File: src/rtl/bcd_converter_if.sv
// Handshake/result bundle between a producer (multiplier) and bcd_converter.
// Optional macro BCD_BLANK_LEADING_ZERO_EN adds the digit_en signal.
interface bcd_converter_if #(
  parameter int IN_WIDTH = 12,
  parameter int DIGITS   = 4
);
  logic                  start;
  logic [IN_WIDTH-1:0]   bin_in;
  logic                  ready;
  logic                  valid;
  logic [4*DIGITS-1:0]   bcd_out;
  logic                  overflow;
`ifdef BCD_BLANK_LEADING_ZERO_EN
  logic [DIGITS-1:0]     digit_en;

  modport master (output start, bin_in,
                  input  ready, valid, bcd_out, overflow, digit_en);
  modport slave  (input  start, bin_in,
                  output ready, valid, bcd_out, overflow, digit_en);
`else
  modport master (output start, bin_in,
                  input  ready, valid, bcd_out, overflow);
  modport slave  (input  start, bin_in,
                  output ready, valid, bcd_out, overflow);
`endif
endinterface

File: src/rtl/bcd_converter.sv
// Sequential binary-to-BCD converter (double dabble), one input bit per clock.
// Optional macro BCD_BLANK_LEADING_ZERO_EN adds a registered leading-zero blank mask.
module bcd_converter #(
  parameter int IN_WIDTH  = 12,
  parameter int DIGITS    = 4,
  parameter int CNT_WIDTH = 4
) (
  input  logic             clk,
  input  logic             rst_n,
  bcd_converter_if.slave   bus
);

  localparam int BW = 4 * DIGITS;

  typedef enum logic {IDLE, SHIFT} state_t;

  state_t                state;
  logic [IN_WIDTH-1:0]   bin_shift;
  logic [BW-1:0]         bcd_scr;
  logic [BW-1:0]         bcd_adj;
  logic [BW-1:0]         bcd_next;
  logic                  ovf_scr;
  logic                  carry;
  logic [CNT_WIDTH-1:0]  cnt;

  // Add-3 on every digit >= 5, then shift the top binary bit into the BCD scratch.
  always_comb begin
    bcd_adj = bcd_scr;
    for (int unsigned i = 0; i < DIGITS; i++) begin
      if (bcd_scr[4*i +: 4] >= 4'd5)
        bcd_adj[4*i +: 4] = bcd_scr[4*i +: 4] + 4'd3;
    end
    carry    = bcd_adj[BW-1];
    bcd_next = {bcd_adj[BW-2:0], bin_shift[IN_WIDTH-1]};
  end

`ifdef BCD_BLANK_LEADING_ZERO_EN
  logic [DIGITS-1:0] en_next;
  logic              any_nz;

  always_comb begin
    en_next = '0;
    any_nz  = 1'b0;
    for (int unsigned j = 0; j < DIGITS; j++) begin
      any_nz = any_nz | (|bcd_next[4*(DIGITS-1-j) +: 4]);
      en_next[DIGITS-1-j] = any_nz;
    end
    en_next[0] = 1'b1;
  end
`endif

  always_ff @(posedge clk or negedge rst_n) begin
    if (!rst_n) begin
      state        <= IDLE;
      bin_shift    <= '0;
      bcd_scr      <= '0;
      ovf_scr      <= 1'b0;
      cnt          <= '0;
      bus.ready    <= 1'b1;
      bus.valid    <= 1'b0;
      bus.bcd_out  <= '0;
      bus.overflow <= 1'b0;
`ifdef BCD_BLANK_LEADING_ZERO_EN
      bus.digit_en <= DIGITS'(1);
`endif
    end else begin
      bus.valid <= 1'b0;
      case (state)
        IDLE: begin
          if (bus.start) begin
            bin_shift <= bus.bin_in;
            bcd_scr   <= '0;
            ovf_scr   <= 1'b0;
            cnt       <= CNT_WIDTH'(IN_WIDTH - 1);
            bus.ready <= 1'b0;
            state     <= SHIFT;
          end
        end
        SHIFT: begin
          bin_shift <= {bin_shift[IN_WIDTH-2:0], 1'b0};
          bcd_scr   <= bcd_next;
          ovf_scr   <= ovf_scr | carry;
          if (cnt != '0) begin
            cnt <= cnt - 1'b1;
          end else begin
            bus.bcd_out  <= bcd_next;
            bus.overflow <= ovf_scr | carry;
`ifdef BCD_BLANK_LEADING_ZERO_EN
            bus.digit_en <= en_next;
`endif
            bus.valid    <= 1'b1;
            bus.ready    <= 1'b1;
            state        <= IDLE;
          end
        end
        default: state <= IDLE;
      endcase
    end
  end

endmodule

File: src/flat_wrapper.sv
// flat-port wrapper written by rule: the top's interface ports become plain ports
module bcd_converter_flat 
#(
  parameter int IN_WIDTH  = 12,
  parameter int DIGITS    = 4,
  parameter int CNT_WIDTH = 4
)
  (clk, rst_n, bus_start, bus_bin_in, bus_ready, bus_valid, bus_bcd_out, bus_overflow);
  bcd_converter_if #(.IN_WIDTH(IN_WIDTH), .DIGITS(DIGITS)) bus_i ();
  input  logic clk;
  input  logic rst_n;
  input wire logic [$bits(bus_i.start)-1:0] bus_start;
  input wire logic [$bits(bus_i.bin_in)-1:0] bus_bin_in;
  output wire logic [$bits(bus_i.ready)-1:0] bus_ready;
  output wire logic [$bits(bus_i.valid)-1:0] bus_valid;
  output wire logic [$bits(bus_i.bcd_out)-1:0] bus_bcd_out;
  output wire logic [$bits(bus_i.overflow)-1:0] bus_overflow;
  assign bus_i.start = bus_start;
  assign bus_i.bin_in = bus_bin_in;
  assign bus_ready = bus_i.ready;
  assign bus_valid = bus_i.valid;
  assign bus_bcd_out = bus_i.bcd_out;
  assign bus_overflow = bus_i.overflow;
  bcd_converter #(.IN_WIDTH(IN_WIDTH), .DIGITS(DIGITS), .CNT_WIDTH(CNT_WIDTH)) u_core (.clk(clk), .rst_n(rst_n), .bus(bus_i));
endmodule
File: config.mk
export PLATFORM = sky130hd
export DESIGN_NAME = bcd_converter_flat
export DESIGN_NICKNAME = d
export VERILOG_FILES = /design/src/rtl/bcd_converter_if.sv /design/src/rtl/bcd_converter.sv /design/src/flat_wrapper.sv
export SDC_FILE = /design/constraint.sdc
export NUM_CORES = 1
export LEC_CHECK = 0
export ABC_CLOCK_PERIOD_IN_PS = 3800
export BUFFER_PORTS_ARGS = -buffer_cell sky130_fd_sc_hd__buf_2
export CAP_MARGIN = 20
export CORE_UTILIZATION = 35
export CTS_CLUSTER_SIZE = 12
export DETAILED_ROUTE_END_ITERATION = 6
export MAX_ROUTING_LAYER = met4
export PLACE_DENSITY_LB_ADDON = 0.25
export SYNTH_ARGS = -nofsm -noshare
export SYNTH_HDL_FRONTEND = slang
export SYNTH_SLANG_ARGS = --single-unit
export TNS_END_PERCENT = 10
File: constraint.sdc
create_clock -name clk -period 3.8 [get_ports clk]
set_input_delay 0.57 -clock clk [delete_from_list [all_inputs] [get_ports clk]]
set_output_delay 0.57 -clock clk [all_outputs]
set_load 0.01 [all_outputs]
# --- Word level (Yosys, flattened, before mapping) ---
# Cells that the tools add are included.
word_totals:
  ff_bits: 53
  inputBits: 15
  out_inout_bits: 19
  elab_cells: 48
op_classes:
  n_addsub: 5
  magnitude_cmp: 4
  eq_ne: 3
  mux: 20
  bitwise_logic: 3
  n_reduce_logical: 4
ops:
  columns: ["cell", "count"]
  rows:
  - ["case mux 16 bit (2 select lines)", 1]
  - ["2-to-1 mux 4 bit", 6]
  - ["case mux 12 bit (2 select lines)", 1]
  - ["adder 4 x 2 -> 4 bit, second input constant", 4]
  - [">= comparator 4 x 3 -> 1 bit, second input constant", 4]
  - ["2-to-1 mux 16 bit", 1]
  - ["2-to-1 mux 12 bit", 1]
  - ["case mux 4 bit (2 select lines)", 1]
  - ["2-to-1 mux 1 bit", 6]
  - ["!= test 2 bit, second input constant", 3]
  - ["case mux 1 bit (2 select lines)", 3]
  - ["AND reduction 2 bit", 3]
  - ["nonzero test 4 bit", 1]
  - ["subtractor 4 x 1 -> 4 bit, second input constant", 1]
  - ["NOT 1 bit", 2]
  - ["OR 1 bit", 1]

# --- Depth between registers and ports, before layout ---
depth:
  word_depth: 4
  mapped_depth: 7
  depth_no_buf: 6

# --- Least setup slack after synthesis ---
# Ideal clock, no wire load.
synth_timing:
  path_kind: "register -> register"
  start: "register u_core.bcd_scr[0]"
  end: "register u_core.bus.bcd_out[2]"
  setup_ns: 0.125
  arrival_ns: 1.350
  required_time_ns: 3.675
  slack_ns: 2.326
  path_stages_with_launch: 7
  path_buffers: 0
  period_less_slack_ns: 1.474
  cell_sequence: "dfrtp_1 inv_1 ha_1 nand2b_1 a21oi_1 mux2i_1 mux2_2"
synth_between:
  elab_chain_len: 2
  word_cells_on_any_way: 3
  cone_classes: "add/sub (1); order compare (1); mux (1)"
synth_rtl:
  columns: ["item", "line", "text"]
  rows:
  - ["start: declaration", "bcd_converter.sv:19", "logic [BW-1:0] bcd_scr;"]
  - ["start signal: assignment", "bcd_converter.sv:81", "bcd_scr <= bcd_next;"]
  - ["adder 4 x 2 -> 4 bit / >= comparator 4 x 3 -> 1 bit (equally long branches)", "bcd_converter.sv:31, bcd_converter.sv:30", null]
  - ["2-to-1 mux 4 bit (*)", "bcd_converter.sv:30", "if (bcd_scr[4*i +: 4] >= 4'd5)"]
  - ["end signal: assignment", "bcd_converter.sv:86", "bus.bcd_out <= bcd_next;"]
  - ["end: declaration", "bcd_converter_if.sv:24", "output ready, valid, bcd_out, overflow);"]
# Mark *: on every way between the ends. The rest lies on a longest branch, timed or not.
# A chain may end at the register's enable or synchronous reset.

# --- Final worst setup path ---
layout_timing:
  start: "register u_core.cnt[0]"
  end: "register u_core.bus.bcd_out[13]"
layout_between:
  elab_chain_len: 3
layout_rtl:
  columns: ["item", "line", "text"]
  rows:
  - ["start: declaration", "bcd_converter.sv:24", "logic [CNT_WIDTH-1:0] cnt;"]
  - ["start signal: assignment", "bcd_converter.sv:74", "cnt <= CNT_WIDTH'(IN_WIDTH - 1);"]
  - ["start signal: assignment", "bcd_converter.sv:84", "cnt <= cnt - 1'b1;"]
  - ["nonzero test 4 bit", "bcd_converter.sv:83", "if (cnt != '0) begin"]
  - ["NOT 1 bit (no source line)", null, null]
  - ["AND reduction 2 bit (no source line)", null, null]
# No other way between the ends.

==> reports/results.ini <==
[timing]
slew_viol_final=0
clock-skew-final_ps=6.647
worstMarginPinSlew_ps=756.2
setup_tns_ps=0
setup_viol=0
slew_headroom_pct=49.58
max_freq_mhz=496.2
hold-worst-slack_ps=332.4
finalCriticalPeriod_ps=2015
grt_setup_unrepaired=false
min_period_over_period_pct=53.03
setup_slack_ps=1785
hold_viol_final=0

[place]
place_area_sq_mm=0.002798
place.gp.congestion=0.7668
dp_slack_ps=1745
dp_hpwl_mm=3.079
dp_cells=362
io_buffers=33

[die]
die_h_um=87.65
die-area_sq_mm=0.007683
num_rows=30
die_x_um=87.65
fp.coreArea_sq_mm=0.006944
initial_core_util_pct=36.97
ios=34

[clocking]
clock_latency_ps=300
cts_max_path_buffers=2
cts_tree=yes
clkSinkCount=53
numCtsBuffers=5
post_cts_buffers=0
cts-root-buf=clkbuf_8
htreeDepth=2
ctsHoldBuffers=0
clk_pin_slew_ps=90
ctsResizeCount=0

[finish]
multi_input_area_sq_mm=0.001114
final_cell_area_sq_mm=0.002884
drive_gt1_share_pct=19.34
final_cell_mix=dfrtp_1 (52), buf_2 (33), a21oi_1 (24), mux2i_1 (22), nand2_1 (21)
mostFrequentLayoutCell=dfrtp_1
diodes=0
fill_cells=703
instances_no_fill=370
fin_util_pct=41.53
area_growth_syn_to_layout_pct=12.33
nNetsFinal=298
seq_area_sq_mm=0.001328

[pwr]
powerDensity_mw_per_mm2=846.0
total_power_mw=2.440
vdd_ir_drop_max_mv=0.3056
p_leak_nw=1.403

[global_routing]
antenna_found_initial=0
grt_pass1_vias=1610
busiest_layer=met2
grt_pass1_wl_mm=7.817
track_usage_pct=13.52
grtUsageMet3_pct=3.205
gr-usage-met2_pct=20.10
grt_max_degree=59
met1_usage_pct=18.67
grt-ovfl-total=0

[logic_synthesis]
syn_area_sq_mm=0.002567
syn_avg_cell_area_sq_um=10.57
ys_ff_latch=53
synth_cell_types=28
synth_seq_area_share_pct=51.71
yosysWarnings=0
syn_nets=268
synthCells=243

[routing]
drtPass1Iterations=4
routed_wirelength_mm=4.593
num_vias=1764
drc=0
drtIter0Drc=110
vias_per_cell=4.768
wire_per_inst_um=12.41
detail-route-antenna-nets=0

[flow_run]
max-cap-violations=0

[critical_path]
crit_path_cell_trace=inv_1 > ha_1 > and3_1 > buf_4 > mux2_2
r2r_slack_ps=1780
r2r-start=u_core.cnt[0]
required_ps=3990
critPathMaxStageDelay_ps=560
worstReg2RegEnd=u_core.bus.bcd_out[13]
critPathKind=reg -> reg
cpLargestDelayFamily=simple AND/OR/NAND/NOR gates
cp-start-kind=flop
end_kind=flop
cp_data_arrival_time_ps=2210
cp_max_fo=16
cp_slowest_cell=and3_1
critPathBufInv=2
reg2reg_depth=5

[hold_path]
hp-class=in -> async

[status]
status=finished clean

-- worst max-delay path by stage --
stage | startpoint | end | slack (ps) | cells after the start
6_report | u_core.cnt[0] | u_core.bus.bcd_out[13] | 1780 | 5
5_1_grt | u_core.cnt[0] | u_core.bus.bcd_out[9] | 1640 | 5
4_1_cts | u_core.cnt[0] | u_core.bus.bcd_out[10] | 1750 | 5
3_5_place_dp | u_core.cnt[0] | u_core.bus.bcd_out[10] | 1750 | 5
3_3_place_gp | u_core.cnt[0] | u_core.bus.bcd_out[13] | 1840 | 5
2_1_floorplan | u_core.bcd_scr[0] | u_core.bus.bcd_out[2] | 2330 | 6
-- flip-flops by register name (all words and copies together) (netlist names) --
name	cells
u_core.bcd_scr	16
u_core.bus.bcd_out	16
u_core.bin_shift	12
u_core.cnt	4
u_core.bus.overflow	1
u_core.bus.ready	1
u_core.bus.valid	1
u_core.ovf_scr	1
u_core.state	1
-- cells in the mapped netlist --
cell type,number,area (sq um)
buf_6,3,33.78
nand2b_1,4,25.02
mux2_2,8,90.09
dfstp_2,1,26.28
buf_1,1,3.750
inv_1,13,48.80
and3_1,1,6.260
nor3_1,7,35.03
nand2_1,21,78.83
buf_2,5,25.02
xnor2_1,5,43.79
nor2_1,14,52.55
mux2i_1,22,220.2
a21oi_1,24,120.1
nand3_1,3,15.01
o31ai_1,1,7.510
a211oi_1,1,7.510
mux2_4,1,15.01
nor2b_1,2,12.51
ha_1,10,125.1
a22o_1,1,8.760
dfrtp_1,52,1301
or3b_1,1,8.760
clkbuf_1,4,15.01
a21o_1,7,52.55
o221ai_1,1,8.760
o21ai_0,18,90.09
nor3b_1,12,90.09
-- cell type report --
type	count	area share, %
inverter	13	1.692
multi-input combinational	164	38.61
timing repair buffer	36	6.508
clock inverter	2	0.4772
sequential	53	46.03
clock buffer	6	2.516
tap	96	4.165
-- worst register-to-register path, cell delays in order (launching register included) --
cell	delay, ps
dfrtp_1	430
inv_1	100
ha_1	180
and3_1	560
buf_4	310
mux2_2	350
-- layer usage --
layer | routed length (um) | vias to the layer above
li1 | - | 885
met1 | 2350 | 843
met3 | 192 | 4
met2 | 2015 | 32
met4 | 35 | 0
met5 | 0 | -
-- logic make-up after synthesis --
group	synth area share, %
AO/OA/AOI/OAI	11.50
XOR/XNOR	1.706
adder cells (fa/ha/maj)	4.873
buffers and inverters	4.922
flip-flops	51.71
multiplexers	12.67
AND/OR/NAND/NOR	12.62
-- report_power, final --
part	total [mW]	internal (mW)	switching, mW
sequential	1.01	0.831	0.178
combinational	1.12	0.527	0.593
clock	0.312	0.132	0.180
total	2.44	1.49	0.951
Power figures use the tool's default switching activity.
